<file path="src/rtl/cache_xfer_pkg.sv">
// Shared types and size helpers for the cache <-> AXI block mover.
package cache_xfer_pkg;

  typedef enum logic [1:0] {
    IDLE  = 2'd0,
    READ  = 2'd1,
    WRITE = 2'd2,
    DONE  = 2'd3
  } xfer_state_t;

  function automatic int calc_beats(input int block_w, input int data_w);
    return block_w / data_w;
  endfunction

  function automatic int calc_idx_w(input int beats);
    return (beats > 1) ? $clog2(beats) : 1;
  endfunction

  // Beat slot of a byte address inside its block (used for wrap-order starts).
  function automatic int beat_offset(input longint unsigned addr, input int beat_bytes,
                                     input int beats);
    longint unsigned q;
    q = (addr / longint'(beat_bytes)) % longint'(beats);
    return int'(q);
  endfunction

endpackage

</file>
<file path="src/rtl/cache_burst_transfer_beat_addr_gen.sv">
// Block-aligned beat address generator: base, wrapping beat index and beat counter.
module beat_addr_gen
  import cache_xfer_pkg::*;
#(
  parameter int AXI_ADDR_WIDTH = 64,
  parameter int BEATS          = 16,
  parameter int BEAT_BYTES     = 4,
  parameter int BLOCK_BYTES    = 64,
  parameter int IDX_W          = 4
) (
  input  logic                      clk_i,
  input  logic                      arst_ni,
  input  logic                      load_i,
  input  logic                      advance_i,
  input  logic [AXI_ADDR_WIDTH-1:0] addr_i,
  input  logic [IDX_W-1:0]          load_idx_i,
  output logic [IDX_W-1:0]          idx_o,
  output logic                      last_o,
  output logic [AXI_ADDR_WIDTH-1:0] addr_o
);

  logic [AXI_ADDR_WIDTH-1:0] base_q, base_d;
  logic [IDX_W-1:0]          idx_q, idx_d;
  logic [IDX_W-1:0]          cnt_q, cnt_d;

  always_comb begin
    base_d = base_q;
    idx_d  = idx_q;
    cnt_d  = cnt_q;
    if (load_i) begin
      base_d = addr_i & ~AXI_ADDR_WIDTH'(BLOCK_BYTES - 1);
      idx_d  = load_idx_i;
      cnt_d  = '0;
    end else if (advance_i) begin
      // Explicit wrap so non-power-of-two beat counts stay inside the block.
      idx_d = (idx_q == IDX_W'(BEATS - 1)) ? '0 : idx_q + IDX_W'(1);
      cnt_d = cnt_q + IDX_W'(1);
    end
  end

  always_ff @(posedge clk_i or negedge arst_ni) begin
    if (!arst_ni) begin
      base_q <= '0;
      idx_q  <= '0;
      cnt_q  <= '0;
    end else begin
      base_q <= base_d;
      idx_q  <= idx_d;
      cnt_q  <= cnt_d;
    end
  end

  assign idx_o  = idx_q;
  assign last_o = (cnt_q == IDX_W'(BEATS - 1));
  assign addr_o = base_q + AXI_ADDR_WIDTH'(idx_q) * AXI_ADDR_WIDTH'(BEAT_BYTES);

endmodule

</file>
<file path="src/rtl/cache_burst_transfer.sv">
// Moves one cache block to/from an AXI beat channel (refill = READ, evict = WRITE).
// Optional CACHE_XFER_CRITICAL_WORD_FIRST_EN: refills start at the requested beat.
module cache_burst_transfer
  import cache_xfer_pkg::*;
#(
  parameter int AXI_DATA_WIDTH = 32,
  parameter int AXI_ADDR_WIDTH = 64,
  parameter int BLOCK_WIDTH    = 512
) (
  input  logic                      clk_i,
  input  logic                      arst_ni,
  input  logic                      start_read_i,
  input  logic                      start_write_i,
  input  logic [AXI_ADDR_WIDTH-1:0] addr_cache_i,
  input  logic [BLOCK_WIDTH-1:0]    data_block_cache_i,
  input  logic                      rd_valid_i,
  input  logic [AXI_DATA_WIDTH-1:0] rd_data_i,
  output logic                      rd_ready_o,
  output logic                      wr_valid_o,
  output logic [AXI_DATA_WIDTH-1:0] wr_data_o,
  input  logic                      wr_ready_i,
  output logic [AXI_ADDR_WIDTH-1:0] addr_axi_o,
  output logic                      busy_o,
  output logic                      done_o,
  output logic [BLOCK_WIDTH-1:0]    data_block_cache_o
);

  localparam int BEATS       = calc_beats(BLOCK_WIDTH, AXI_DATA_WIDTH);
  localparam int IDX_W       = calc_idx_w(BEATS);
  localparam int BEAT_BYTES  = AXI_DATA_WIDTH / 8;
  localparam int BLOCK_BYTES = BLOCK_WIDTH / 8;

  xfer_state_t state_q;
  logic        rd_ready_q, wr_valid_q, busy_q, done_q;
  logic [BEATS-1:0][AXI_DATA_WIDTH-1:0] blk_q;

  logic [IDX_W-1:0] idx, rd_first_idx, load_idx;
  logic             last, load, rd_beat, wr_beat;
  logic [AXI_DATA_WIDTH-1:0] wr_data;

`ifdef CACHE_XFER_CRITICAL_WORD_FIRST_EN
  assign rd_first_idx = IDX_W'(beat_offset(64'(addr_cache_i), BEAT_BYTES, BEATS));
`else
  assign rd_first_idx = '0;
`endif

  assign load     = (state_q == IDLE) && (start_write_i || start_read_i);
  assign load_idx = start_write_i ? '0 : rd_first_idx;
  assign rd_beat  = rd_valid_i && rd_ready_q;
  assign wr_beat  = wr_valid_q && wr_ready_i;

  beat_addr_gen #(
    .AXI_ADDR_WIDTH(AXI_ADDR_WIDTH),
    .BEATS         (BEATS),
    .BEAT_BYTES    (BEAT_BYTES),
    .BLOCK_BYTES   (BLOCK_BYTES),
    .IDX_W         (IDX_W)
  ) u_addr_gen (
    .clk_i     (clk_i),
    .arst_ni   (arst_ni),
    .load_i    (load),
    .advance_i (rd_beat || wr_beat),
    .addr_i    (addr_cache_i),
    .load_idx_i(load_idx),
    .idx_o     (idx),
    .last_o    (last),
    .addr_o    (addr_axi_o)
  );

  // Handshake flags are registered alongside the state so they change with it.
  always_ff @(posedge clk_i or negedge arst_ni) begin
    if (!arst_ni) begin
      state_q    <= IDLE;
      rd_ready_q <= 1'b0;
      wr_valid_q <= 1'b0;
      busy_q     <= 1'b0;
      done_q     <= 1'b0;
    end else begin
      case (state_q)
        IDLE: begin
          done_q <= 1'b0;
          if (start_write_i) begin
            state_q    <= WRITE;
            wr_valid_q <= 1'b1;
            busy_q     <= 1'b1;
          end else if (start_read_i) begin
            state_q    <= READ;
            rd_ready_q <= 1'b1;
            busy_q     <= 1'b1;
          end
        end
        READ: if (rd_beat && last) begin
          state_q    <= DONE;
          rd_ready_q <= 1'b0;
          busy_q     <= 1'b0;
          done_q     <= 1'b1;
        end
        WRITE: if (wr_beat && last) begin
          state_q    <= DONE;
          wr_valid_q <= 1'b0;
          busy_q     <= 1'b0;
          done_q     <= 1'b1;
        end
        default: begin
          state_q <= IDLE;
          done_q  <= 1'b0;
        end
      endcase
    end
  end

  always_ff @(posedge clk_i or negedge arst_ni) begin
    if (!arst_ni) begin
      blk_q <= '0;
    end else if (load && start_write_i) begin
      blk_q <= data_block_cache_i;
    end else if (rd_beat) begin
      for (int k = 0; k < BEATS; k++)
        if (idx == IDX_W'(k)) blk_q[k] <= rd_data_i;
    end
  end

  always_comb begin
    wr_data = '0;
    for (int k = 0; k < BEATS; k++)
      if (idx == IDX_W'(k)) wr_data = blk_q[k];
  end

  assign rd_ready_o         = rd_ready_q;
  assign wr_valid_o         = wr_valid_q;
  assign wr_data_o          = wr_data;
  assign busy_o             = busy_q;
  assign done_o             = done_q;
  assign data_block_cache_o = blk_q;

endmodule

</file>
<file path="config.mk">
export PLATFORM = sky130hd
export DESIGN_NAME = cache_burst_transfer
export DESIGN_NICKNAME = d
export VERILOG_FILES = /design/src/rtl/cache_xfer_pkg.sv /design/src/rtl/cache_burst_transfer_beat_addr_gen.sv /design/src/rtl/cache_burst_transfer.sv
export SDC_FILE = /design/constraint.sdc
export NUM_CORES = 1
export LEC_CHECK = 0
export BUFFER_PORTS_ARGS = -buffer_cell sky130_fd_sc_hd__clkbuf_2
export CAP_MARGIN = 5
export CORE_AREA = 2 2 482 484
export CTS_CLUSTER_DIAMETER = 200
export DETAILED_ROUTE_END_ITERATION = 8
export DIE_AREA = 0 0 484 486
export MAX_ROUTING_LAYER = met4
export PLACE_DENSITY = 0.38
export SYNTH_ARGS = -nofsm -noshare
export SYNTH_HDL_FRONTEND = slang
export SYNTH_SLANG_ARGS = --single-unit
</file>
<file path="constraint.sdc">
create_clock -name clk_i -period 2.3 [get_ports clk_i]
set_clock_uncertainty 0.2 [all_clocks]
set_input_delay 0.23 -clock clk_i [delete_from_list [all_inputs] [get_ports clk_i]]
set_output_delay 0.23 -clock clk_i [all_outputs]
set_load 0.1 [all_outputs]
</file>
# After elaboration in Yosys (flattened, before gate mapping)
# Cells that the tools add are included.
[totals] output_inout_bits=612 reg_bits=584
[classes] add_sub_neg=3 n_eq_ne=24 reduce_logical=52 n_mux=56
[op_table] cell="$mux 32" count=32
[op_table] cell="$mux 512" count=2
[op_table] cell="$add 64x6->64" count=1
[op_table] cell="$reduce_bool 2->1" count=20
[op_table] cell="$eq 4x4->1 const B" count=9
[op_table] cell="$reduce_and 2->1" count=17
[op_table] cell="$mux 4" count=5
[op_table] cell="$eq 4x3->1 const B" count=4
[op_table] cell="$ne 2x2->1 const B" count=5
[op_table] cell="$add 4x1->4 const B" count=2
[op_table] cell="$eq 4x2->1 const B" count=2
[op_table] cell="$mux 1" count=8
[op_table] cell="$mux 2" count=4
[op_table] cell="$reduce_and 4->1" count=2
[op_table] cell="$logic_and 1x1->1" count=6
[op_table] cell="$pmux 1 s2" count=3
[op_table] cell="$pmux 2 s3" count=1
[op_table] cell="$reduce_and 3->1" count=2
[op_table] cell="$eq 4x1->1 const B" count=1
[op_table] cell="$logic_not 4->1" count=1
[op_table] cell="$ne 3x3->1 const B" count=1
[op_table] cell="$pmux 1 s3" count=1
[op_table] cell="$reduce_bool 3->1" count=1
[op_table] cell="$eq 2x1->1 const B" count=1
[op_table] cell="other kinds (3)" count=4

# Logic depth before layout (Yosys ltp)
# Gate-level depths: netlist (run 1).
[logic_depth] word_depth=17 depth_mapped=10 mapped_depth_nobuf=7

# Modules after synthesis
# A second synthesis (run 1) with hierarchy kept.
[unflattened] cells_unflattened=3334 hier_area_um2=32473.6
[by_module_without_submodules] module="cache_burst_transfer" instances=1 seq_area_each_um2=12962.4 cells_each=3161 area_per_inst_um2=29532.1
[by_module_without_submodules] module="beat_addr_gen" instances=1 seq_area_each_um2=1651.6 cells_each=173 area_per_inst_um2=2941.6

# Worst setup path after synthesis (run 1)
# Ideal clock, no wire load.
[synth_timing] path_type="reg-to-output" startpoint="reg u_addr_gen.idx_q[1], in the netlist u_addr_gen.idx_o[1]" endpoint="out wr_data_o[13]" setup_slack_ns=-2.093 stages_incl_launch_ff=10 arrival_time_ns=3.963 path_cell_list="dfrtp_1 > inv_1 > ha_1 > buf_2 > clkbuf_1 > or3_1 > a221oi_1 > a41o_1 > o41ai_1 > a21oi_1"
[synth_via] elab_chain_len=17 word_cells_on_any_way=32 cone_classes="15 x eq/ne; 16 x mux; 1 x reduce/logical"
[synth_rtl] element="start: declaration" line_no="cache_burst_transfer_beat_addr_gen.sv:23" rtl="logic [IDX_W-1:0] idx_q, idx_d;"
[synth_rtl] element="start signal: assignment" line_no="cache_burst_transfer_beat_addr_gen.sv:48" rtl="idx_q <= idx_d;"
[synth_rtl] element="$logic_not 4->1" line_no="cache_burst_transfer.sv:126" rtl="if (idx == IDX_W'(k)) wr_data = blk_q[k];"
[synth_rtl] element="$mux 32 (15 in series)" line_no="cache_burst_transfer.sv:126"
[synth_rtl] element="$mux 32 *" line_no="cache_burst_transfer.sv:126"
[synth_rtl] element="end: declaration" line_no="cache_burst_transfer.sv:20" rtl="output logic [AXI_DATA_WIDTH-1:0] wr_data_o,"
# Every way passes the cells marked *; elsewhere a longest branch is shown, timed or not.

# Worst setup path in the final report (run 1)
[layout_timing] startpoint="reg u_addr_gen.idx_q[1], in the netlist u_addr_gen.idx_o[1]" endpoint="out wr_data_o[18]"
# The elaborated chain is that of the path after synthesis.

==> results.ini, run 1 <==
[run_status]
status = finished with violations
failed_checks = negative setup slack

[worst_setup_path]
cp.required_ns = 1.87
crit_arrival_ns = 3.47
endpoint_kind = primary output
slowest_delay_ns = 0.52
critPathSlowestCell = dfrtp_4
crit_chain = ha_4 > buf_12 > buf_4 > buf_4 > o211ai_1 > o211ai_1 > a221oi_2 > a221o_2 > buf_12
worstSetupPathType = reg2out
cp_max_fo = 12
crit_path_start_kind = register

[routing]
drt_first_pass_iters = 5
first_iter_violations = 2902
post_drt_via_cell_ratio = 4.38
drt-wirelength-per-cell_um = 33.1
ant_nets = 0
drcViolationCount = 0
wl_mm = 299
num_vias = 39500

[finish]
final_cells = 9024
syn_to_final_growth_pct = 92.2
final_common_cell = clkbuf_2
num-fill-cells = 24700
multi_input_area_mm2 = 0.0176
final_layout_size_suffix_gt1_frac = 0.421
fin_nets = 6509
mostFrequentLayoutCells = 1171 x clkbuf_2, 668 x dlygate4sd3_1, 579 x dfrtp_1
register_area_mm2 = 0.0146

[global_route]
grt_pass1_vias = 39900
antenna_found_initial = 78
grt_max_degree = 70
grt_use_total = 0.250
grt-ovfl-total = 0
grt_pass1_wl_mm = 384

[synth]
ys_types = 61
synth.yosys.warnings = 0
synthCells = 3484
synth_edf_count = 0
synth_top_area_share = 0.462
syn_area_mm2 = 0.0316
synth.area.top_cells = dfrtp_1 46%, mux2i_1 12%, o21ai_0 7.1%
synth_largest_area_cell = dfrtp_1
synthMuxAreaShare = 0.143
yosys.area_share.simple = 0.123
synth_xor_area_frac = 0.00111
async_flop_share = 1.00
syn_area_per_cell_um2 = 9.07
yosys_most_used_dff = dfrtp_1
synth_fa_ha_area_frac = 0.00356
synth_top_family_by_area = compound AO/OA/AOI/OAI gates
ys_ff_latch = 584
synth_compound_area_frac = 0.218
seq_area_frac_synth = 0.462

[timing]
max_freq_mhz = 256
rsz0062_at_grt = yes
slew_headroom = 0.448
fin_crit_sh = 1.70
fin_crit_ns = 3.90
slew_viol_final = 0
hold_viol_final = 0
setup_tns_ns = -120.26
setup_viol = 497
hold_ws_ns = 0.0712
tightest_slew_ns = 0.831
setup_ws_ns = -1.60

[cts]
cts-root-buf = clkbuf_16
numCtsBuffers = 84
cts.sink_count = 584
clockBufferDepth = 3
htreeDepth = 3
cts_tree = yes
clkTransAtPathRegs_ns = 0.06
insertion_delay_ns = 0.72

[floorplan]
core_mm2 = 0.229
row_count = 176
die_w_um = 484
fp.dieH_um = 486
die_area_mm2 = 0.235
num_io_pins = 1226
start_util = 0.138

[min_path]
hp-class = in2reg

[place]
placed_cells = 8054
gp_congestion = 0.953
portBuffers = 1217
pre_cts_ws_ns = -1.24
hpwl_mm = 238

[run]
cap_violations = 0

worst max-delay path: cells and delay by family, from the launching register on:
family | cells | cell delay [ns]
fa+ha+maj | 1 | 0.21
compound gates | 4 | 1.37
buf+inv | 4 | 0.65
flops | 1 | 0.52
registers in the layout, indices dropped and copies added (netlist names):
name and flops:
busy_o 1, data_block_cache_o 512, done_o 1, rd_ready_o 1, state_q 2, u_addr_gen.base_q 58, u_addr_gen.cnt_q 4, u_addr_gen.idx_o 4
wr_valid_o 1
through the flow:
| step | util | instance area, um2 |
|---|---|---|
| after floorplan | - | 32200 |
| after global placement | 0.207 | 47500 |
| after detailed placement | 0.207 | 47500 |
| after CTS | 0.259 | 59300 |
| after global routing | 0.265 | 60700 |
| final | 0.265 | 60800 |
final timing paths:
kind | cells after the start | slack [ns] | end | start
hold reg to reg | 1 | 0.30 | u_addr_gen.base_q[35]$_DFFE_PN0P_ | u_addr_gen.base_q[35]$_DFFE_PN0P_
setup / recovery | 9 | -1.60 | wr_data_o[18] | u_addr_gen.idx_o[1]$_DFFE_PN0P_
min in group asynchronous | 3 | 0.13 | data_block_cache_o[318]$_DFFE_PN0P_ | arst_ni
setup reg to reg | 14 | -0.51 | data_block_cache_o[298]$_DFFE_PN0P_ | u_addr_gen.idx_o[1]$_DFFE_PN0P_
hold / removal | 4 | 0.07 | data_block_cache_o[87]$_DFFE_PN0P_ | data_block_cache_i[87]
max in group asynchronous | 4 | 1.14 | data_block_cache_o[330]$_DFFE_PN0P_ | arst_ni
Yosys cell counts (all sizes together) (7+ instances only):
library cell and n:
o211ai 56, inv 14, buf 135, a2111oi 26
a221o 27, dfrtp 584, and3 7, a22o 28
nand3b 27, o21ai 494, nor3 34, a21oi 413
nor2 177, o21bai 28, nand2 559, o2bb2ai 27
clkbuf 198, mux2i 384, o22ai 28, a221oi 40
and2 39, nand3 10, ha 9, mux2 59
nor2b 34
metal layers:
| layer | routed length (um) | track usage |
|---|---|---|
| met1 | 138000 | 0.336 |
| met2 | 133000 | 0.383 |
| met3 | 16100 | 0.0394 |
| met4 | 11400 | 0.0755 |
| met5 | 0 | - |
cell type report:
type | instances | share of cell area
timing repair buffer | 2648 | 0.357
multi-input combinational | 2553 | 0.289
sequential | 584 | 0.241
tap | 3026 | 0.0623
clock buffer | 119 | 0.0399
clock inverter | 32 | 0.00764
antenna | 47 | 0.00194
inverter | 15 | 0.00113
cell families after synthesis:
| family | count (synthesis) |
|---|---|
| compound gates | 1192 |
| xor+xnor | 4 |
| fa+ha+maj | 9 |
| simple gates | 903 |
| other cells | 1 |
| mux | 443 |
| flops | 584 |
| buf+inv | 348 |
repair_timing:
| item | 4_1_cts | 5_1_grt |
|---|---|---|
| gates resized for setup | 305 | 276 |
| gates cloned | 22 | 10 |
| setup buffers | 57 | 30 |
| hold endpoints to repair | 1167 | 0 |
| hold buffers | 669 | 0 |
| setup endpoints to repair | 544 | 616 |
| pin swaps | 102 | 95 |
Power of run 1 is not shown: default switching activity piles up to over one toggle a cycle in this logic, so the estimate is an artifact.
==> run 2, diff against run 1 <==
- ABC_AREA: default -> 1
- CORE_AREA: 2 2 482 484 -> 2 2 476 478
- DIE_AREA: 0 0 484 486 -> 0 0 478 480
==> run 2 against run 1 <==
The run still ends with negative setup slack left. Via count grew 4.5%. Register-to-register slack got worse by 0.19 ns. Fmax fell by 5.3%. Count of clock-buffer cells in the layout is 6 lower. Area after synthesis is 2.7% lower. Worst setup slack lost 0.22 ns. Synthesized cell count rose by 15%. First-iteration DRC count grew 28%. Critical path depth grew 15. Die area fell by 2.5%. Critical endpoint is now wr_data_o[19]. Highest routed layer unchanged.
==> results.ini, run 2 <==
[synth]
syn_area_mm2 = 0.0308
netlist_top_cells_count = 1757 x nand2_1, 584 x dfrtp_1, 344 x nor2_1
async_flop_share = 1.00
synth_top_area_share = 0.475
ys_types = 33
yosys_most_used_dff = dfrtp_1
synth.most_common_cell = nand2_1
seq_area_frac_synth = 0.475
synth_edf_count = 0
synthCells = 4024
synth.yosys.warnings = 0
ys_ff_latch = 584
syn_area_per_cell_um2 = 7.65
synth.area.top_cells = dfrtp_1 47%, nand2_1 21%, o211ai_1 5.0%
synth_largest_area_cell = dfrtp_1

[worst_setup_path]
crit_arrival_ns = 3.69
cp_common_cell = nand2_4
cp_max_fo = 5
crit_chain = inv_6 > ha_4 > inv_6 > buf_12 > nor3_4 > buf_6 > buf_8 > nand2_4 > nand3_4 > nand2_4 > nand3b_1 > nand2_2 > nand2_4 > nand2_4 > nand3_2 > nand2_2 > nand2_2 > nand2_4 > nand2_4 > nand2_4 > nand2_4 > nand2_4 > nand2_8 > buf_12
slowest_delay_ns = 0.53
critPathSlowestCell = dfrtp_4
worstSetupPathType = reg2out
endpoint_kind = primary output
cp.required_ns = 1.87
crit_path_start_kind = register

[timing]
fin_crit_ns = 4.12
slew_headroom = 0.456
tightest_slew_ns = 0.819
setup_ws_ns = -1.82
slew_viol_final = 0
max_freq_mhz = 243
setup_viol = 507
fin_crit_sh = 1.79
hold_viol_final = 0
rsz0062_at_grt = yes

[min_path]
hp-class = in2reg

[finish]
stdcell_area_mm2 = 0.0620
mostFrequentLayoutCells = 1399 x nand2_1, 1177 x clkbuf_2, 651 x dlygate4sd3_1
final_common_cell = nand2_1
largest_reg_flops = 512
final_layout_size_suffix_gt1_frac = 0.447
fin_nets = 7196
syn_to_final_growth_pct = 102

[place]
place_area_mm2 = 0.0484
hpwl_mm = 254
portBuffers = 1217
gp_congestion = 0.988

[routing]
first_iter_violations = 3705
post_drt_via_cell_ratio = 4.27
drt_first_pass_iters = 6
wl_mm = 307
drcViolationCount = 0
ant_nets = 0
drt-wirelength-per-cell_um = 31.8
num_vias = 41300

[cts]
clockBufferDepth = 3
htreeDepth = 3
cts_tree = yes
clkTransAtPathRegs_ns = 0.06
insertion_delay_ns = 0.75
cts.sink_count = 584
numCtsBuffers = 83
cts-root-buf = clkbuf_16

[floorplan]
row_count = 174
die_w_um = 478
fp.dieH_um = 480
die_area_mm2 = 0.229
start_util = 0.137
num_io_pins = 1226
core_mm2 = 0.224

[global_route]
grt-ovfl-total = 0
grt_pass1_wl_mm = 394
grt_max_degree = 89
grt_pass1_vias = 41400
grt_use_total = 0.265
antenna_found_initial = 68

[run_status]
failed_checks = negative setup slack
status = finished with violations

[run]
cap_violations = 0

## run 2: cells by family (layout without fill, tap and decap cells)
family | after synthesis | in the layout | synth area share
flops | 584 | 584 | 0.475
fa+ha+maj | 9 | 9 | 0.00366
buf+inv | 426 | 3039 | 0.0596
other cells | 1 | 39 | 0.000122
mux | 129 | 129 | 0.0472
simple gates | 2425 | 2426 | 0.317
xor+xnor | 1 | 1 | 0.000285
compound gates | 449 | 449 | 0.0973
## run 2: worst paths after layout
check                      slack [ns]  depth (start not counted)                             endpoint                         startpoint
hold reg to reg                  0.28                          2    u_addr_gen.base_q[13]$_DFFE_PN0P_  u_addr_gen.base_q[13]$_DFFE_PN0P_
setup reg to reg                -0.70                         17  data_block_cache_o[401]$_DFFE_PN0P_    u_addr_gen.idx_o[0]$_DFFE_PN0P_
hold / removal                   0.04                          4    u_addr_gen.base_q[14]$_DFFE_PN0P_                   addr_cache_i[14]
max in group asynchronous        0.72                          5  data_block_cache_o[293]$_DFFE_PN0P_                            arst_ni
setup / recovery                -1.82                         24                        wr_data_o[19]    u_addr_gen.idx_o[1]$_DFFE_PN0P_
min in group asynchronous        0.51                          4   data_block_cache_o[19]$_DFFE_PN0P_                            arst_ni
## run 2: worst max-delay path: cells and delay by family (launching register included)
| family | cells | cell delay, ns |
|---|---|---|
| simple gates | 17 | 1.48 |
| fa+ha+maj | 1 | 0.19 |
| buf+inv | 6 | 0.70 |
| flops | 1 | 0.53 |
## run 2: metal layers
metal  up-vias  wire, um  global-route usage
met5         -         0                   -
met4         0     12200              0.0915
met3       383     28500              0.0815
met2      2064    126000               0.372
met1     20500    140000               0.357
li1      18300         -                   -
## run 2: repair_timing
action | CTS | global route
setup endpoints to repair | 695 | 719
pin swaps | 116 | 190
gates cloned | 6 | 11
gates resized for setup | 450 | 353
hold buffers | 652 | 0
buffers inserted | 58 | 36
endpoints found under the hold margin | 1167 | 0
## run 2: area by class of cell
| type | count | area [um2] |
|---|---|---|
| clock inverter | 38 | 523 |
| tap | 2992 | 3740 |
| timing repair buffer | 2741 | 22300 |
| inverter | 147 | 611 |
| multi-input combinational | 3016 | 17800 |
| fill | 24300 | 162000 |
| sequential | 584 | 14600 |
| antenna | 37 | 92.6 |
| clock buffer | 113 | 2360 |
## run 2: per-stage QoR
| step | utilization | hold WS (ns) | instances | setup slack (ns) | TNS [ns] |
|---|---|---|---|---|---|
| finish | 0.277 | 0.0435 | 9668 | -1.82 | -148.21 |
| global route | 0.277 | 0.0488 | 9661 | -1.99 | -205.61 |
| CTS | 0.268 | 0.00102 | 9596 | -1.94 | -176.01 |
| detailed placement | 0.216 | -0.0626 | 8734 | -1.93 | -147.57 |
| global placement | 0.216 | -0.0628 | 8734 | -1.89 | -143.85 |
| floorplan | - | -0.266 | 4025 | -0.402 | -14.00 |
Power of run 2 is left out for the same reason.
